### src/rtl/bomb_pkg.sv
// -----------------------------------------------------------------------------
// bomb_pkg
// Shared types and constants for the bomb timer and the flame stage.
//   slot_state_e : per-slot lifecycle (IDLE -> ARMED -> PENDING -> IDLE)
//   owner_e      : owning player of a bomb / explosion event
//   tile_t       : tile index, y*16+x
//   DEFAULT_*    : fuse timing defaults shared with the flame stage
// -----------------------------------------------------------------------------
package bomb_pkg;

    typedef enum logic [1:0] {
        IDLE    = 2'd0,
        ARMED   = 2'd1,
        PENDING = 2'd2
    } slot_state_e;

    typedef enum logic {
        P1 = 1'b0,
        P2 = 1'b1
    } owner_e;

    typedef logic [7:0] tile_t;

    localparam int DEFAULT_FUSE_TICKS = 3;
    localparam int DEFAULT_TICK_DIV   = 10_000_000;

    // Bits needed to hold a fuse value 0..ticks; never narrower than 1 bit.
    function automatic int fuse_width(input int ticks);
        return (ticks < 1) ? 1 : $clog2(ticks + 1);
    endfunction

endpackage

### src/rtl/bomb_timer_if.sv
// -----------------------------------------------------------------------------
// bomb_timer_if
// Bundles the placement requests, flame-hit feedback, live-bomb counts and the
// explosion event stream between the player controller / flame stage (master)
// and the bomb timer (slave).
//   p1/p2_set_bomb, p1/p2_coordinate : single-cycle placement request + tile
//   detonate_valid, detonate_coord   : flame hit (used by chain detonation)
//   bomb_num_1, bomb_num_2           : live bombs per player
//   place_reject                     : bit0/bit1 pulse on dropped P1/P2 request
//   explode_valid/coord/owner        : one explosion event per cycle
// -----------------------------------------------------------------------------
interface bomb_timer_if;
    import bomb_pkg::*;

    logic       p1_set_bomb;
    logic       p2_set_bomb;
    tile_t      p1_coordinate;
    tile_t      p2_coordinate;
    logic       detonate_valid;
    tile_t      detonate_coord;
    logic [2:0] bomb_num_1;
    logic [2:0] bomb_num_2;
    logic [1:0] place_reject;
    logic       explode_valid;
    tile_t      explode_coord;
    owner_e     explode_owner;

    modport master (
        output p1_set_bomb, p2_set_bomb, p1_coordinate, p2_coordinate,
        output detonate_valid, detonate_coord,
        input  bomb_num_1, bomb_num_2, place_reject,
        input  explode_valid, explode_coord, explode_owner
    );

    modport slave (
        input  p1_set_bomb, p2_set_bomb, p1_coordinate, p2_coordinate,
        input  detonate_valid, detonate_coord,
        output bomb_num_1, bomb_num_2, place_reject,
        output explode_valid, explode_coord, explode_owner
    );

endinterface

### src/rtl/bomb_slot.sv
// -----------------------------------------------------------------------------
// bomb_slot
// One bomb slot: state, tile and fuse counter.
//   clk, rst    : clock, asynchronous active-low reset
//   load        : arm this slot with load_coord (only honoured while IDLE)
//   load_coord  : tile of the new bomb
//   tick        : prescaler tick, decrements the fuse of an ARMED slot
//   clear       : emission grant, returns a PENDING slot to IDLE
//   det_match   : flame hit on this slot's tile, forces ARMED -> PENDING
//   state, coord: current slot state and tile
// -----------------------------------------------------------------------------
module bomb_slot
    import bomb_pkg::*;
#(
    parameter int FUSE_TICKS = DEFAULT_FUSE_TICKS,
    parameter int FUSE_W     = fuse_width(DEFAULT_FUSE_TICKS)
) (
    input  logic        clk,
    input  logic        rst,
    input  logic        load,
    input  tile_t       load_coord,
    input  logic        tick,
    input  logic        clear,
    input  logic        det_match,
    output slot_state_e state,
    output tile_t       coord
);

    slot_state_e       state_q, state_d;
    tile_t             coord_q, coord_d;
    logic [FUSE_W-1:0] fuse_q,  fuse_d;

    // NOTE: sequential state is written with <= only, so every flop samples
    // the pre-edge value of its neighbours regardless of process order.
    always_ff @(posedge clk or negedge rst) begin
        if (!rst) begin
            state_q <= IDLE;
            coord_q <= '0;
            fuse_q  <= '0;
        end else begin
            state_q <= state_d;
            coord_q <= coord_d;
            fuse_q  <= fuse_d;
        end
    end

    // NOTE: every output of this block gets a default first, so no branch
    // leaves a value unassigned and no latch is inferred.
    always_comb begin
        state_d = state_q;
        coord_d = coord_q;
        fuse_d  = fuse_q;
        case (state_q)
            IDLE: begin
                if (load) begin
                    state_d = ARMED;
                    coord_d = load_coord;
                    fuse_d  = FUSE_W'(FUSE_TICKS);
                end
            end
            ARMED: begin
                // A flame hit and a final tick in the same cycle collapse into
                // a single PENDING transition.
                if (det_match || (tick && fuse_q == FUSE_W'(1))) begin
                    state_d = PENDING;
                end else if (tick) begin
                    fuse_d = fuse_q - 1'b1;
                end
            end
            PENDING: begin
                if (clear) begin
                    state_d = IDLE;
                end
            end
            default: state_d = IDLE;
        endcase
    end

    assign state = state_q;
    assign coord = coord_q;

endmodule

### src/rtl/bomb_timer.sv
// -----------------------------------------------------------------------------
// bomb_timer
// Holds each live bomb in a per-player slot with a fuse, reports live-bomb
// counts and emits one explosion event per cycle when fuses expire.
//   clk  : system clock
//   rst  : asynchronous active-low reset
//   bus  : bomb_timer_if.slave (placement, flame hit, counts, explosions)
// Parameters: SLOTS_PER_PLAYER (1..7), TICK_DIV (clk cycles per fuse tick),
//             FUSE_TICKS (ticks from arming to expiry).
// Optional feature: define BOMB_TIMER_CHAIN_DETONATE_EN to let a flame hit
// (detonate_valid/detonate_coord) send a matching ARMED bomb straight to
// PENDING. Without it the detonate inputs are ignored.
// -----------------------------------------------------------------------------
module bomb_timer
    import bomb_pkg::*;
#(
    parameter int SLOTS_PER_PLAYER = 5,
    parameter int TICK_DIV         = DEFAULT_TICK_DIV,
    parameter int FUSE_TICKS       = DEFAULT_FUSE_TICKS
) (
    input logic         clk,
    input logic         rst,
    bomb_timer_if.slave bus
);

    localparam int N      = SLOTS_PER_PLAYER;
    localparam int NS     = 2 * N;               // P1 slots 0..N-1, P2 slots N..2N-1
    localparam int FUSE_W = fuse_width(FUSE_TICKS);
    localparam int CNT_W  = (TICK_DIV > 1) ? $clog2(TICK_DIV) : 1;

    // ---------------- prescaler ----------------
    logic [CNT_W-1:0] div_cnt;
    logic             tick;

    assign tick = (div_cnt == CNT_W'(TICK_DIV - 1));

    always_ff @(posedge clk or negedge rst) begin
        if (!rst) begin
            div_cnt <= '0;
        end else if (tick) begin
            div_cnt <= '0;
        end else begin
            div_cnt <= div_cnt + 1'b1;
        end
    end

    // ---------------- slots ----------------
    slot_state_e   slot_state [NS];
    tile_t         slot_coord [NS];
    logic [NS-1:0] busy;
    logic [NS-1:0] pending;
    logic [NS-1:0] load;
    logic [NS-1:0] grant;
    logic [NS-1:0] det_match;

    for (genvar i = 0; i < NS; i++) begin : g_slot
        bomb_slot #(
            .FUSE_TICKS (FUSE_TICKS),
            .FUSE_W     (FUSE_W)
        ) u_slot (
            .clk        (clk),
            .rst        (rst),
            .load       (load[i]),
            .load_coord ((i < N) ? bus.p1_coordinate : bus.p2_coordinate),
            .tick       (tick),
            .clear      (grant[i]),
            .det_match  (det_match[i]),
            .state      (slot_state[i]),
            .coord      (slot_coord[i])
        );
    end

    always_comb begin
        busy    = '0;
        pending = '0;
        for (int i = 0; i < NS; i++) begin
            busy[i]    = (slot_state[i] != IDLE);
            pending[i] = (slot_state[i] == PENDING);
        end
    end

`ifdef BOMB_TIMER_CHAIN_DETONATE_EN
    always_comb begin
        det_match = '0;
        for (int i = 0; i < NS; i++) begin
            det_match[i] = bus.detonate_valid && (slot_state[i] == ARMED)
                           && (slot_coord[i] == bus.detonate_coord);
        end
    end
`else
    logic unused_detonate;
    assign det_match       = '0;
    assign unused_detonate = ^{bus.detonate_valid, bus.detonate_coord};
`endif

    // ---------------- placement: duplicate + free-slot search ----------------
    logic         p1_dup, p2_dup;
    logic         p1_has_free, p2_has_free;
    logic [N-1:0] p1_sel, p2_sel;
    logic         p1_accept, p2_accept;
    logic [1:0]   reject_d, reject_q;

    always_comb begin
        p1_dup      = 1'b0;
        p2_dup      = 1'b0;
        p1_has_free = 1'b0;
        p2_has_free = 1'b0;
        p1_sel      = '0;
        p2_sel      = '0;
        // Any live bomb of either player blocks its tile, including one that
        // is being emitted this very cycle.
        for (int i = 0; i < NS; i++) begin
            if (busy[i] && slot_coord[i] == bus.p1_coordinate) p1_dup = 1'b1;
            if (busy[i] && slot_coord[i] == bus.p2_coordinate) p2_dup = 1'b1;
        end
        for (int i = 0; i < N; i++) begin
            if (!busy[i] && !p1_has_free) begin
                p1_has_free = 1'b1;
                p1_sel[i]   = 1'b1;
            end
            if (!busy[N+i] && !p2_has_free) begin
                p2_has_free = 1'b1;
                p2_sel[i]   = 1'b1;
            end
        end
        p1_accept = bus.p1_set_bomb && !p1_dup && p1_has_free;
        // Same-tile race in one cycle: P1 wins.
        p2_accept = bus.p2_set_bomb && !p2_dup && p2_has_free
                    && !(p1_accept && bus.p1_coordinate == bus.p2_coordinate);
        load      = {({N{p2_accept}} & p2_sel), ({N{p1_accept}} & p1_sel)};
        reject_d  = {bus.p2_set_bomb && !p2_accept, bus.p1_set_bomb && !p1_accept};
    end

    // ---------------- emission arbiter: fixed priority ----------------
    logic   grant_found;
    tile_t  grant_coord;
    owner_e grant_owner;

    always_comb begin
        grant       = '0;
        grant_found = 1'b0;
        grant_coord = '0;
        grant_owner = P1;
        for (int i = 0; i < NS; i++) begin
            if (pending[i] && !grant_found) begin
                grant_found = 1'b1;
                grant[i]    = 1'b1;
                grant_coord = slot_coord[i];
                grant_owner = (i < N) ? P1 : P2;
            end
        end
    end

    // ---------------- live-bomb popcount ----------------
    logic [2:0] cnt_1, cnt_2;

    always_comb begin
        cnt_1 = '0;
        cnt_2 = '0;
        for (int i = 0; i < N; i++) begin
            cnt_1 = cnt_1 + {2'b00, busy[i]};
            cnt_2 = cnt_2 + {2'b00, busy[N+i]};
        end
    end

    // ---------------- registered outputs ----------------
    // The reject decision is staged once more so it lines up with bomb_num,
    // which reflects the slot state one edge after the request is sampled.
    always_ff @(posedge clk or negedge rst) begin
        if (!rst) begin
            reject_q          <= '0;
            bus.place_reject  <= '0;
            bus.bomb_num_1    <= '0;
            bus.bomb_num_2    <= '0;
            bus.explode_valid <= 1'b0;
            bus.explode_coord <= '0;
            bus.explode_owner <= P1;
        end else begin
            reject_q          <= reject_d;
            bus.place_reject  <= reject_q;
            bus.bomb_num_1    <= cnt_1;
            bus.bomb_num_2    <= cnt_2;
            bus.explode_valid <= grant_found;
            if (grant_found) begin
                bus.explode_coord <= grant_coord;
                bus.explode_owner <= grant_owner;
            end
        end
    end

endmodule

### src/flat_wrapper.sv
// flat-port wrapper written by rule: the top's interface ports become plain ports
module bomb_timer_flat import bomb_pkg::*;
#(
    parameter int SLOTS_PER_PLAYER = 5,
    parameter int TICK_DIV         = DEFAULT_TICK_DIV,
    parameter int FUSE_TICKS       = DEFAULT_FUSE_TICKS
)
  (clk, rst, bus_p1_set_bomb, bus_p2_set_bomb, bus_p1_coordinate, bus_p2_coordinate, bus_detonate_valid, bus_detonate_coord, bus_bomb_num_1, bus_bomb_num_2, bus_place_reject, bus_explode_valid, bus_explode_coord, bus_explode_owner);
  bomb_timer_if bus_i ();
  input logic clk;
  input logic rst;
  input wire logic [$bits(bus_i.p1_set_bomb)-1:0] bus_p1_set_bomb;
  input wire logic [$bits(bus_i.p2_set_bomb)-1:0] bus_p2_set_bomb;
  input wire logic [$bits(bus_i.p1_coordinate)-1:0] bus_p1_coordinate;
  input wire logic [$bits(bus_i.p2_coordinate)-1:0] bus_p2_coordinate;
  input wire logic [$bits(bus_i.detonate_valid)-1:0] bus_detonate_valid;
  input wire logic [$bits(bus_i.detonate_coord)-1:0] bus_detonate_coord;
  output wire logic [$bits(bus_i.bomb_num_1)-1:0] bus_bomb_num_1;
  output wire logic [$bits(bus_i.bomb_num_2)-1:0] bus_bomb_num_2;
  output wire logic [$bits(bus_i.place_reject)-1:0] bus_place_reject;
  output wire logic [$bits(bus_i.explode_valid)-1:0] bus_explode_valid;
  output wire logic [$bits(bus_i.explode_coord)-1:0] bus_explode_coord;
  output wire logic [$bits(bus_i.explode_owner)-1:0] bus_explode_owner;
  assign bus_i.p1_set_bomb = bus_p1_set_bomb;
  assign bus_i.p2_set_bomb = bus_p2_set_bomb;
  assign bus_i.p1_coordinate = bus_p1_coordinate;
  assign bus_i.p2_coordinate = bus_p2_coordinate;
  assign bus_i.detonate_valid = bus_detonate_valid;
  assign bus_i.detonate_coord = bus_detonate_coord;
  assign bus_bomb_num_1 = bus_i.bomb_num_1;
  assign bus_bomb_num_2 = bus_i.bomb_num_2;
  assign bus_place_reject = bus_i.place_reject;
  assign bus_explode_valid = bus_i.explode_valid;
  assign bus_explode_coord = bus_i.explode_coord;
  assign bus_explode_owner = bus_i.explode_owner;
  bomb_timer #(.SLOTS_PER_PLAYER(SLOTS_PER_PLAYER), .TICK_DIV(TICK_DIV), .FUSE_TICKS(FUSE_TICKS)) u_core (.clk(clk), .rst(rst), .bus(bus_i));
endmodule
### config.mk
export PLATFORM = sky130hd
export DESIGN_NAME = bomb_timer_flat
export DESIGN_NICKNAME = d
export VERILOG_FILES = /design/src/rtl/bomb_pkg.sv /design/src/rtl/bomb_timer_if.sv /design/src/rtl/bomb_slot.sv /design/src/rtl/bomb_timer.sv /design/src/flat_wrapper.sv
export SDC_FILE = /design/constraint.sdc
export NUM_CORES = 1
export LEC_CHECK = 0
export CAP_MARGIN = 0
export CORE_MARGIN = 2
export CORE_UTILIZATION = 64
export CTS_BUF_LIST = sky130_fd_sc_hd__clkbuf_4 sky130_fd_sc_hd__clkbuf_8 sky130_fd_sc_hd__clkbuf_16
export DETAILED_ROUTE_END_ITERATION = 16
export PLACE_DENSITY_LB_ADDON = 0.25
export SYNTH_ARGS = -nofsm -noshare
export SYNTH_HDL_FRONTEND = slang
export SYNTH_HIERARCHICAL = 1
export SYNTH_SLANG_ARGS = --single-unit
### constraint.sdc
create_clock -name clk -period 7.4 [get_ports clk]
set_input_delay 2.22 -clock clk [delete_from_list [all_inputs] [get_ports clk]]
set_output_delay 2.22 -clock clk [all_outputs]
set_load 0.01 [all_outputs]
## Word level (Yosys, flattened, before mapping)

Cells that the tools add are included.

- Bits in registers: 164
- Input bits: 29
- Output and inout bits: 18
- Word-level logic and storage cells: 456

- Add/sub/neg operators: 19
- Equality and inequality tests: 102
- Multiplexer cells: 152
- Bitwise gates (word level): 2
- Reductions and logical operators: 143

Operators by type and width:

| operator | number |
|---|---|
| 8-bit == test | 21 |
| 2-bit two-way mux | 60 |
| 2-bit != test, second input constant | 41 |
| 8-bit two-way mux | 10 |
| 1-bit two-way mux | 61 |
| 2-bit one-hot mux with 3 select lines | 10 |
| 1-bit logical AND | 55 |
| 2-bit by 1-bit == test with 1-bit output, second input constant | 20 |
| 2-bit one-hot mux with 2 select lines | 10 |
| 4-bit AND reduction | 10 |
| 2-bit nonzero test | 20 |
| 3-bit AND reduction | 10 |
| 1-bit zero test | 28 |
| 24-bit by 1-bit adder with 24-bit output, second input constant | 1 |
| 24-bit == test, second input constant | 1 |
| 24-bit two-way mux | 1 |
| 2-bit == test, second input constant | 10 |
| 2-bit zero test | 10 |
| 2-bit AND reduction | 10 |
| 2-bit by 1-bit subtractor with 2-bit output, second input constant | 10 |
| 3-bit by 1-bit adder with 3-bit output | 6 |
| 2-bit by 1-bit != test with 1-bit output, second input constant | 9 |
| 5-bit bitwise AND | 2 |
| 1-bit by 1-bit adder with 2-bit output | 2 |

## Depth between registers and ports, before layout

- Word-level depth: 31
- Gate-level depth with buffers: 13

## Cells and area by module

The synthesis kept the hierarchy.

By module, submodules not included:

| module | times used | cells each | area an instance (um^2) | sequential area each (um^2) |
|---|---|---|---|---|
| bomb_slot | 10 | 41 | 581.8 | 300.3 |
| bomb_timer | 1 | 551 | 4,798.4 | 1,101.1 |

## Worst setup path after synthesis

OpenSTA, ideal clock, no wires.

- Path type: input -> register
- Start: in bus_p1_coordinate[5]
- End: reg u_core.g_slot[3].u_slot.coord_q[0]
- Data arrival time: 4,659 ps
- Required time: 7,275 ps
- Slack: 2,616 ps
- Cell stages on the path: 11
- Cells stage by stage: buf_2 -> xnor2_1 -> nand4_1 -> nor4_1 -> nor4_1 -> and3_1 -> clkbuf_1 -> nor4b_1 -> nand2b_4 -> nor2_8 -> mux2_4

- Longest elaborated chain between the ends: 17

RTL lines:

| what | RTL line | source |
|---|---|---|
| from (decl) | flat_wrapper.sv:14 | `input wire logic [$bits(bus_i.p1_coordinate)-1:0] bus_p1_coordinate;` |
| 8-bit == test | bomb_timer.sv:113 | `if (busy[i] && slot_coord[i] == bus.p1_coordinate) p1_dup = 1'b1;` |
| 1-bit logical AND | bomb_timer.sv:113 |  |
| 1-bit two-way mux (9 in a row) | bomb_timer.sv:113 |  |
| 1-bit two-way mux * | bomb_timer.sv:113 |  |
| 1-bit zero test * | bomb_timer.sv:126 | `p1_accept = bus.p1_set_bomb && !p1_dup && p1_has_free;` |
| 1-bit logical AND * (2 in a row) | bomb_timer.sv:126 |  |
| 5-bit bitwise AND * | bomb_timer.sv:130 | `load = {({N{p2_accept}} & p2_sel), ({N{p1_accept}} & p1_sel)};` |
| net u_core.load[3] | bomb_timer.sv:52 | `logic [NS-1:0] load;` |
| 2-bit AND reduction (no source line) * | -- |  |
| to (signal assigned) | bomb_slot.sv:42 | `coord_q <= coord_d;` |
| to (decl) | bomb_slot.sv:30 | `tile_t coord_q, coord_d;` |

Mark *: on every way through the listed nets, which the timed path passes. The rest lies on a longest branch.
A chain may end at the register's enable or synchronous reset.

## Worst setup path in the final report

- Start: in bus_p1_coordinate[3]
- End: reg u_core.g_slot[3].u_slot.coord_q[7]

Same word-level chain as after synthesis.

==> out/results.ini <==
[routing]
wl_microns=25200
wl_per_cell_microns=20.1
drc=0
dr_wl_met2_microns=11800
dr.pass1.iters=7
drt_iter0_markers=697
num_vias=7656
maxUsedRoutingLayer=met4
route.met3.wl_microns=1720
wl_met1_microns=11000
final_antenna_net_count=0
via_per_inst=6.11

[setup_path]
critPathMaxFanout=16
regToRegSetupSlack_ns=3.14
end_kind=register
start_kind=primary input
required_ns=7.70
crit_path_frequent_cell=nor4_1
r2r-end=u_core/g_slot[3].u_slot/coord[7]
cp-endpoint=u_core/g_slot[3].u_slot/coord[7]
crit_slowest_cell=clkdlybuf4s50_1
path_depth=10
timing.rr.start=u_core/g_slot[1].u_slot/state[1]
crit_chain=clkdlybuf4s50_1 > xnor2_1 > nand4_1 > nor4_1 > nor4_1 > and3_1 > nor4b_1 > nand2b_4 > nor2_8 > mux2_4
cp.buffers_inverters=1
cp_data_arrival_time_ns=6.29
rr_worst_depth=12
crit_type=primary input to register
cp_top_family=simple AND/OR/NAND/NOR gates
startpoint=bus_p1_coordinate[3]
slowest_delay_ns=1.21

[clocking]
cts-buffers-inserted=17
clk_latency_ns=0.43
root_buffer=clkbuf_16
cts_setup_buffers=0
cts_sinks=164
cts-resized-gates=0
cts_tree=done
h-tree-depth=4
cts_buffer_depth=2
clk_pin_slew_ns=0.06
postCtsHoldBufs=0

[floorplanning]
io_pins=47
dieHeight_microns=133
die_w_microns=133
die_area_sq_mm=0.0176
core_sq_mm=0.0164
rows=47
initial_utilization_pct=64.7

[power]
p_int_w=0.00286
p_switching_w=0.00181
comb_power_share_pct=42.8
p_seq_share_pct=36.8
clkPwrFrac_pct=20.4
p_sw_share_pct=38.8
p_total_w=0.00467
peakVddDrop_mv=0.246
power.density_mw_per_mm2=396
p_leak_nw=5.02

[run_status]
outcome=finished clean

[sta]
final.setup_skew_ns=0.00875
fin_hold_ws_ns=0.355
fmax_mhz=167
rsz0062_at_grt=false
worst_slew_pin_slew_ns=1.17
fin_crit_sh_pct=80.9
finalSetupViolCount=0
setup_slack_ns=1.41
setup_tns_ns=0
relSlewSlack_pct=22.1
hold_viol=0
fin_crit_ns=5.99
drv_slew=0

[yosys]
synth_cells=961
synth-edff-count=0
synthArstFlopShare_pct=100
avgSynthCellArea_sq_um=11.0
synth-main-ff-cell=dfrtp_1
synth.distinct_cells=55
ys_ff_latch=164
syn_area_sq_mm=0.0106
synth-seq-area-share_pct=38.7
yosys_warnings=6

[global_route]
overflow=0
grt.total_usage_pct=30.0
antenna_found_initial=0
grt_first_pass_wirelength_microns=41100
grt_max_degree=78
grt_pass1_vias=7585

[flow_run]
drv_cap=0

[layout]
num-fill-cells=1171
final_common_cell=dfrtp_1
fin_area_sq_mm=0.0118
area_delta_synth_final_pct=11.3
nNetsFinal=1071
insertedDiodeCount=0
final_cell_mix=dfrtp_1 (164), xnor2_1 (113), mux2_4 (80)
drive_gt1_share_pct=14.7

[hold_path]
hp-class=register to register

[placed_design]
dp_hpwl_microns=17500
post_dp_cell_area_sq_mm=0.0112
place_ws_ns=1.13
io_buffers=37
globalplace.congestion=0.903

-- layer usage --
layer,vias to the layer above,global-route usage (%)
met1,3734,41.3
met5,-,0
met3,61,6.48
met2,310,47.6
met4,0,9.68
li1,3551,-
-- worst reg2reg max path: cells and delay by family (launching register included) --
kind / cells / cell delay (ns)
muxes: 1 / 0.33
and+or+nand+nor: 5 / 2.05
DFF: 1 / 0.54
adders and majority gates: 1 / 0.23
AOI/OAI and AO/OA: 4 / 0.84
buffers and inverters: 1 / 0.16
-- area by class of cell --
cell class	instances	area (sq um)	share of cell area, %
repair buffers	50	469	3.97
clock buffers	23	489	4.14
clock inverters	8	148	1.25
well taps	220	275	2.33
multi-input cells	748	6180	52.3
flip-flops and latches	164	4100	34.7
inverters	40	150	1.27
-- power by group through the flow --
stage	Sequential [W]	Combinational, W	Clock [W]
floorplan	0.00156	0.00160	0
global placement	0.00170	0.00191	0
detailed placement	0.00171	0.00196	0
CTS	0.00170	0.00199	0.000965
global route	0.00177	0.00218	0.00101
finish	0.00172	0.00200	0.000954
-- cell usage after synthesis (11+ instances only) --
library cell,count,area share [%]
nor3_1,31,1.5
nand2_1,42,1.5
a211oi_1,46,3.3
mux2_4,80,11
nand4_1,26,1.5
nor2_8,11,2.1
nor4_1,23,1.4
buf_6,18,1.9
xnor2_1,113,9.3
xor2_1,77,6.4
clkbuf_1,11,0.39
o31ai_1,11,0.78
and3_1,14,0.82
o211ai_1,13,0.92
dfrtp_1,164,39
nor2_1,49,1.7
inv_1,40,1.4
a21oi_1,28,1.3
ha_1,17,2.0
nand3_1,28,1.3
-- registers in the layout, indices dropped and copies added, names as in the netlist --
| signal | cells |
|---|---|
| u_core/bus.explode_coord | 8 |
| u_core/g_slot.u_slot/fuse_q | 20 |
| u_core/g_slot.u_slot/state | 20 |
| u_core/bus.bomb_num_1 | 3 |
| u_core/g_slot.u_slot/coord | 80 |
| u_core/bus.bomb_num_2 | 3 |
| u_core/bus.explode_owner | 1 |
| u_core/div_cnt | 24 |
| u_core/reject_q | 2 |
| u_core/bus.explode_valid | 1 |
| u_core/bus.place_reject | 2 |
-- kinds of logic after synthesis --
logic type | after synthesis | synth area share [%]
AND/OR/NAND/NOR | 283 | 17.3
XOR/XNOR | 190 | 15.7
flip-flops | 164 | 38.7
AO/OA/AOI/OAI | 135 | 9.17
multiplexers | 89 | 12.2
buffers and inverters | 78 | 4.20
adder cells (fa/ha/maj) | 21 | 2.76
other | 1 | 0.0353
-- through the flow --
stage / instances / utilization [%]
finish: 1253 / 72.0
global route: 1253 / 72.0
CTS: 1253 / 72.0
detailed placement: 1222 / 68.1
global placement: 1222 / 68.1
floorplan: 990 / -
-- worst min-delay path by stage --
stage                  startpoint                    endpoint  cells past startpoint
2_1_floorplan  u_core/reject_q[0]  u_core/bus.place_reject[0]                      0
3_3_place_gp   u_core/reject_q[1]  u_core/bus.place_reject[1]                      0
6_report       u_core/reject_q[0]  u_core/bus.place_reject[0]                      0
5_1_grt        u_core/reject_q[0]  u_core/bus.place_reject[0]                      0
4_1_cts        u_core/reject_q[0]  u_core/bus.place_reject[0]                      0
3_5_place_dp   u_core/reject_q[0]  u_core/bus.place_reject[0]                      0
Power figures use the tool's default switching activity.
